## config.mk

```make
export PLATFORM = sky130hd
export DESIGN_NAME = mux8_rr_select_scheduler
export DESIGN_NICKNAME = d
export VERILOG_FILES = /design/src/rtl/mux8_rr_select_scheduler.sv
export SDC_FILE = /design/constraint.sdc
export NUM_CORES = 1
export LEC_CHECK = 0
export ABC_AREA = 1
export CAP_MARGIN = 20
export CORE_ASPECT_RATIO = 0.75
export CORE_UTILIZATION = 44
export CTS_BUF_LIST = sky130_fd_sc_hd__clkbuf_16
export CTS_CLUSTER_SIZE = 12
export DETAILED_ROUTE_END_ITERATION = 6
export PLACE_DENSITY = 0.68
export SYNTH_ARGS = -nofsm -noshare
export SYNTH_HDL_FRONTEND = slang
export SYNTH_SLANG_ARGS = --single-unit
```

## constraint.sdc

```tcl
create_clock -name clk -period 2.3 [get_ports clk]
set_input_delay 0.46 -clock clk [delete_from_list [all_inputs] [get_ports clk]]
set_output_delay 0.46 -clock clk [all_outputs]
set_load 0.01 [all_outputs]
```

## src/rtl/mux8_rr_select_scheduler.sv

```systemverilog
// rtl/mux8_rr_select_scheduler.sv - round-robin select/grant scheduler for a shared 8-to-1 mux
module mux8_rr_select_scheduler #(
    parameter int HOLD_MAX = 4,
    parameter int CW       = 4
) (
    input  logic       clk,
    input  logic       rst,
    input  logic       en,
    input  logic [7:0] req,
    output logic [2:0] sel,
    output logic [7:0] grant,
    output logic       busy,
    output logic       switch
);

    typedef enum logic {
        IDLE,
        GRANT
    } state_t;

    state_t          state_q, state_d;
    logic [2:0]      sel_q, sel_d;
    logic [7:0]      grant_q, grant_d;
    logic            busy_q, busy_d;
    logic            switch_q, switch_d;
    logic [CW-1:0]   count_q, count_d;
    logic [2:0]      last_q, last_d;

    logic [2:0]      win_idx;
    logic            win_found;
    logic [2:0]      scan_idx;
    logic            hold_done;
    logic            release_now;

    // Scan starts just past the previous owner so the previous owner comes last.
    always_comb begin
        win_idx   = 3'd0;
        win_found = 1'b0;
        scan_idx  = 3'd0;
        for (int k = 1; k <= 8; k++) begin
            scan_idx = last_q + 3'(k);
            if (!win_found && req[scan_idx]) begin
                win_found = 1'b1;
                win_idx   = scan_idx;
            end
        end
    end

    assign hold_done   = (count_q == CW'(HOLD_MAX));
    assign release_now = !en || !req[sel_q] || hold_done;

    always_comb begin
        state_d  = state_q;
        sel_d    = sel_q;
        grant_d  = grant_q;
        busy_d   = busy_q;
        switch_d = 1'b0;
        count_d  = count_q;
        last_d   = last_q;
        if (state_q == GRANT && !release_now) begin
            count_d = count_q + CW'(1);
        end else if (en && win_found) begin
            // Direct handoff from GRANT or a fresh grant from IDLE; never an idle bubble.
            state_d  = GRANT;
            sel_d    = win_idx;
            grant_d  = 8'b1 << win_idx;
            busy_d   = 1'b1;
            switch_d = 1'b1;
            count_d  = CW'(1);
            last_d   = win_idx;
        end else begin
            state_d = IDLE;
            grant_d = 8'h00;
            busy_d  = 1'b0;
        end
    end

    always_ff @(posedge clk) begin
        if (rst) begin
            state_q  <= IDLE;
            sel_q    <= 3'd0;
            grant_q  <= 8'h00;
            busy_q   <= 1'b0;
            switch_q <= 1'b0;
            count_q  <= '0;
            last_q   <= 3'd7;
        end else begin
            state_q  <= state_d;
            sel_q    <= sel_d;
            grant_q  <= grant_d;
            busy_q   <= busy_d;
            switch_q <= switch_d;
            count_q  <= count_d;
            last_q   <= last_d;
        end
    end

    assign sel    = sel_q;
    assign grant  = grant_q;
    assign busy   = busy_q;
    assign switch = switch_q;

endmodule

```

==> reports/results.ini, run 1 <==
[grt]
grt_use_total=0.220
antenna_found_initial=0
grt_pass1_vias=1606
grt_start_max_net_pins=12
grt_overflow=0
grt_pass1_wl_um=7730

[route]
drc=0
via_per_inst=5.07
wl_um=4930
first_pass_iters=4
vias=1859
ant_nets=0
first_iter_violations=172
routedWlPerCell_um=13.4

[synthesis]
syn_avg_cell_area_um2=7.28
synth_edf_count=0
ys_seq_elements=20
yosys_warnings=0
synth_nets=273
synthCells=258
synthFlopType=dfxtp_1
ys_seq_area_frac=0.213
async_flop_share=0
synthesis.area_um2=1880
ys_types=39

[clocking]
tritoncts=built
htree_levels=1
clk_pin_slew_ns=0.05
numClockSinks=20
clockBufferDepth=2
insertion_delay_ns=0.25
root_buffer=clkbuf_16
cts_buffers=3

[critical_path]
regToRegSetupSlack_ns=0.05
cp_data_required_time_ns=2.49
startpoint_type=flip-flop
slowest_stage=dfxtp_2
end_kind=flip-flop
crit_arrival_ns=2.44
critPathKind=reg2reg
crit_path_max_incr_delay_ns=0.32
cp_max_fo=11
critical_path.cell_chain=buf_4 -> buf_4 -> nand2_1 -> nand3_2 -> nand3_2 -> nand2_2 -> nor2_8 -> nand4_4 -> nor2_8 -> nand4_1 -> inv_2 -> nor2_4 -> nor2_2 -> nand2_1 -> a21oi_2

[timing]
clock_skew_ns=0.00136
fin_ws_ns=0.0479
slew_viol_final=0
maxSlewHeadroom=0.761
fin_crit_sh=0.979
hold_violations=0
worst_slew_pin_slew_ns=0.358
max_freq_mhz=444
setup_violations=0
rsz0062_at_grt=yes
period_needed_ns=2.25

[placement]
dp_hpwl_um=3680
gp_congestion=0.869
place_area_um2=2340
port_buffers=23
pre_cts_slack_ns=-0.231
place_inst=356

[finish]
n_antenna_cell=0
fin_cells=367
drive_gt1_frac=0.452
nets=328
nFillCells=343
area_growth_pct=44.9
final_util=0.667
fin_area_um2=2720

[floorplan]
die_y_um=58.6
die_x_um=77.5
core_area_um2=4080
dieArea_um2=4540
io_pins=24
start_util=0.461
row_count=20

[run_status]
outcome=completed

[run]
max_cap_violations=0

[hold_path]
hp-class=reg2reg

==> final timing paths <==
kind | cells past startpoint | endpoint | start
max | 15 | grant[2] | last_q[0]
max reg2reg | 15 | grant[2] | last_q[0]
min reg2reg | 2 | grant[6] | grant[6]
min | 2 | grant[6] | grant[6]
==> cell usage after synthesis, types with 2 or more instances <==
cell / count / area, µm²
inv_1: 17 / 63.8
dfxtp_1: 20 / 400
a21oi_1: 12 / 60.1
a21oi_2: 5 / 43.8
nand2_4: 6 / 67.6
nand4_2: 3 / 37.5
nor2_4: 3 / 33.8
nor2_8: 2 / 40.0
nor2_2: 5 / 31.3
nand2_2: 13 / 81.3
nand3_1: 28 / 140
inv_2: 10 / 37.5
xnor2_4: 2 / 55.1
or2_2: 2 / 12.5
nand3_4: 2 / 35.0
nand3_2: 11 / 110
o211ai_1: 3 / 22.5
o21ai_2: 3 / 26.3
o21ai_0: 4 / 20.0
ha_1: 4 / 50.1
nand4_1: 4 / 25.0
nand2_1: 66 / 248
nor2_1: 16 / 60.1
buf_6: 2 / 22.5
==> per-stage QoR <==
step	hold slack, ns	setup TNS, ns
final	0.467	0
after CTS	0.469	0
after global placement	0.461	-2.97
after global routing	0.492	-0.949
after detailed placement	0.460	-2.98
after floorplan	0.460	0
==> cell families after synthesis <==
kind of cell,synth area share
compound gates,0.113
xor+xnor,0.0426
fa+ha+maj,0.0266
buf+inv,0.0925
flops,0.213
simple gates,0.512
==> worst max-delay path: cells and delay by family (launching register included) <==
kind	cells	cell delay [ns]
flops	1	0.32
buf+inv	3	0.45
simple gates	11	1.28
compound gates	1	0.12
==> what timing repair did <==
item	in CTS	in global routing
hold buffers	0	0
setup endpoints to repair	11	17
buffers inserted	0	7
hold endpoints to repair	0	0
resized for setup	2	57
pin swaps	0	15
==> placed cells by master, fill, tap and decap left out, types with 3 or more instances in the layout <==
| cell | instances |
|---|---|
| buf_4 | 30 |
| nor2_1 | 14 |
| a21oi_1 | 10 |
| inv_1 | 16 |
| o211ai_1 | 3 |
| o21ai_0 | 3 |
| dfxtp_1 | 18 |
| dlymetal6s2s_1 | 8 |
| inv_2 | 11 |
| nand3_4 | 10 |
| a21oi_2 | 7 |
| nand3_2 | 15 |
| nand2_4 | 8 |
| clkbuf_16 | 3 |
| o21ai_2 | 4 |
| nor2_4 | 4 |
| nand3_1 | 16 |
| nand2_2 | 21 |
| nand2_1 | 55 |
| nor2_2 | 6 |
| clkdlybuf4s50_1 | 15 |
| nand4_1 | 4 |
==> sequential cells by signal, summed over array words and instances, names as in the netlist <==
| signal | flops |
|---|---|
| sel | 3 |
| busy | 1 |
| switch | 1 |
| grant | 8 |
| count_q | 4 |
| last_q | 3 |
==> area by class of cell <==
type	count	area, µm²	area share
well taps	55	68.8	0.0253
multi-input cells	203	1530	0.563
flip-flops and latches	20	403	0.148
repair buffers	55	515	0.189
clock inverters	1	3.75	0.00138
clock buffers	3	75.1	0.0276
inverters	30	125	0.0460
==> metal layers <==
metal,up-vias,wire [µm],track usage
met5,-,0,0
met4,0,14,0.0404
met3,2,245,0.0465
met2,50,2200,0.334
met1,848,2470,0.323
li1,959,-,-
Power of run 1 is not shown: default switching activity piles up to over one toggle a cycle in this logic, so the estimate is an artifact.
==> inputs of run 2 (changes only) <==
CORE_UTILIZATION = 50   (was 44)
PLACE_DENSITY = 0.76   (was 0.68)
==> run 2 against run 1 <==
  * The run now ends with negative setup slack left
  * Wire length increased by 20%
  * Global-route usage increased by 4.1 points
  * Flip-flop and latch count unchanged
==> reports/results.ini, run 2 (same netlist as run 1, synthesis figures left out) <==
[critical_path]
reg2reg_depth=16  ; +1
cp_max_fo=6  ; -5
crit_path_end=grant[5]
timing.rr.end=grant[5]
worstReg2RegStart=last_q[1]
end_kind=flip-flop
critPathKind=reg2reg
startpoint_type=flip-flop
regToRegSetupSlack_ns=-0.10  ; -0.15 ns
cp_data_required_time_ns=2.47  ; -0.02 ns
crit_arrival_ns=2.57  ; +0.13 ns
critical_path.startpoint=last_q[1]

[finish]
fin_area_um2=2800  ; +2.8%
multi_input_area_um2=1550  ; +1.1%
drive_gt1_frac=0.467  ; +0.0152
final_common_cell=nand2_1
nets=336  ; +2.4%
n_antenna_cell=0  ; unchanged
final_cell_mix=55 x nand2_1, 35 x buf_4, 23 x nand2_2
regArea_um2=403  ; unchanged
largest_reg_flops=8  ; unchanged
nFillCells=241  ; -30%
area_growth_pct=49.0

[floorplan]
core_area_um2=3450  ; -16%
row_count=18  ; -10%
die_x_um=72.8  ; -6.0%
dieArea_um2=4010  ; -12%
io_pins=24  ; unchanged
start_util=0.545  ; +0.0847
die_y_um=55.1  ; -6.0%

[placement]
dp_hpwl_um=3690  ; +0.30%
place_area_um2=2350  ; +0.37%
port_buffers=23  ; unchanged
gp_congestion=0.939  ; +8.0%

[hold_path]
hold_depth=2  ; unchanged
hp-class=reg2reg

[timing]
max_freq_mhz=416  ; -6.2%
worst_slew_pin_slew_ns=0.583  ; +0.225 ns
rsz0062_at_grt=yes
hold_violations=0  ; unchanged
slew_viol_final=0  ; unchanged
period_needed_ns=2.40  ; +0.150 ns
fin_ws_ns=-0.102  ; -0.150 ns
fin_crit_sh=1.04  ; +0.0651
clock_skew_ns=0.00146  ; +0.0000932 ns
setup_violations=12  ; +12
maxSlewHeadroom=0.610  ; -0.151

[grt]
grt_pass1_wl_um=7840  ; +1.4%
grt_use_total=0.262  ; +0.0413
antenna_found_initial=0  ; unchanged
grt_overflow=0  ; unchanged
grt_start_max_net_pins=13  ; +1
grt_pass1_vias=1679  ; +4.5%

[run]
max_cap_violations=0  ; unchanged

[clocking]
clockBufferDepth=2  ; unchanged
clk_pin_slew_ns=0.05  ; about the same
numClockSinks=20  ; unchanged
cts_buffers=3  ; unchanged
tritoncts=built
htree_levels=1  ; unchanged
root_buffer=clkbuf_16
postCtsHoldBufs=0  ; unchanged
insertion_delay_ns=0.25  ; about the same

[route]
wl_um=5900  ; +20%
first_pass_iters=5  ; +1
first_iter_violations=130  ; -24%
vias=2051  ; +10%
drc=0  ; unchanged
ant_nets=0  ; unchanged
via_per_inst=5.56  ; +9.7%
routedWlPerCell_um=16.0  ; +19%

[run_status]
outcome=complete, but fails checks
violations=negative setup slack

[run 2: area by class of cell]
| class | instances | area share |
|---|---|---|
| clock buffer | 3 | 0.0268 |
| sequential | 20 | 0.144 |
| tap | 50 | 0.0223 |
| inverter | 30 | 0.0447 |
| timing repair buffer | 63 | 0.210 |
| multi-input combinational | 203 | 0.553 |
[run 2: worst min path at each step]
stage                       to        from
floorplan           count_q[3]  count_q[3]
global placement      grant[4]    grant[4]
detailed placement    grant[6]    grant[6]
CTS                   grant[6]    grant[6]
global route          grant[6]    grant[6]
finish                grant[6]    grant[6]
[run 2: per-stage QoR]
stage	setup WS, ns	instances	hold slack [ns]	TNS [ns]	util
floorplan	0.0624	258	0.460	0	-
global placement	-0.236	353	0.457	-3.50	0.682
detailed placement	-0.265	353	0.461	-3.98	0.682
CTS	-0.00330	356	0.471	-0.00645	0.710
global route	-0.286	369	0.486	-3.00	0.813
finish	-0.102	369	0.472	-0.782	0.813
[run 2: what timing repair did]
| item | in CTS | in global routing |
|---|---|---|
| gates resized for setup | 5 | 60 |
| endpoints found under the hold margin | 0 | 0 |
| setup buffers | 0 | 13 |
| pin swaps | 0 | 19 |
| setup endpoints to repair | 14 | 18 |
[run 2: metal layers]
metal	vias up	wire [µm]	global-route usage
li1	973	-	-
met4	0	111	0.0425
met3	16	508	0.0598
met5	-	0	0
met2	113	2700	0.402
met1	949	2580	0.379
[run 2: critical path: stages (launching register included)]
cell     delay [ns]
dfxtp_2        0.34
inv_2          0.06
ha_4           0.36
nand3_1        0.18
nand2_2        0.12
nand2_2        0.06
nand2_4        0.11
nand3_4        0.10
nor2_4         0.19
nand4_4        0.12
nand2_1        0.10
nand2_1        0.10
nand2_4        0.11
inv_2          0.07
nor2_4         0.12
nand2_1        0.06
a21oi_1        0.11
Power of run 2 is left out for the same reason.
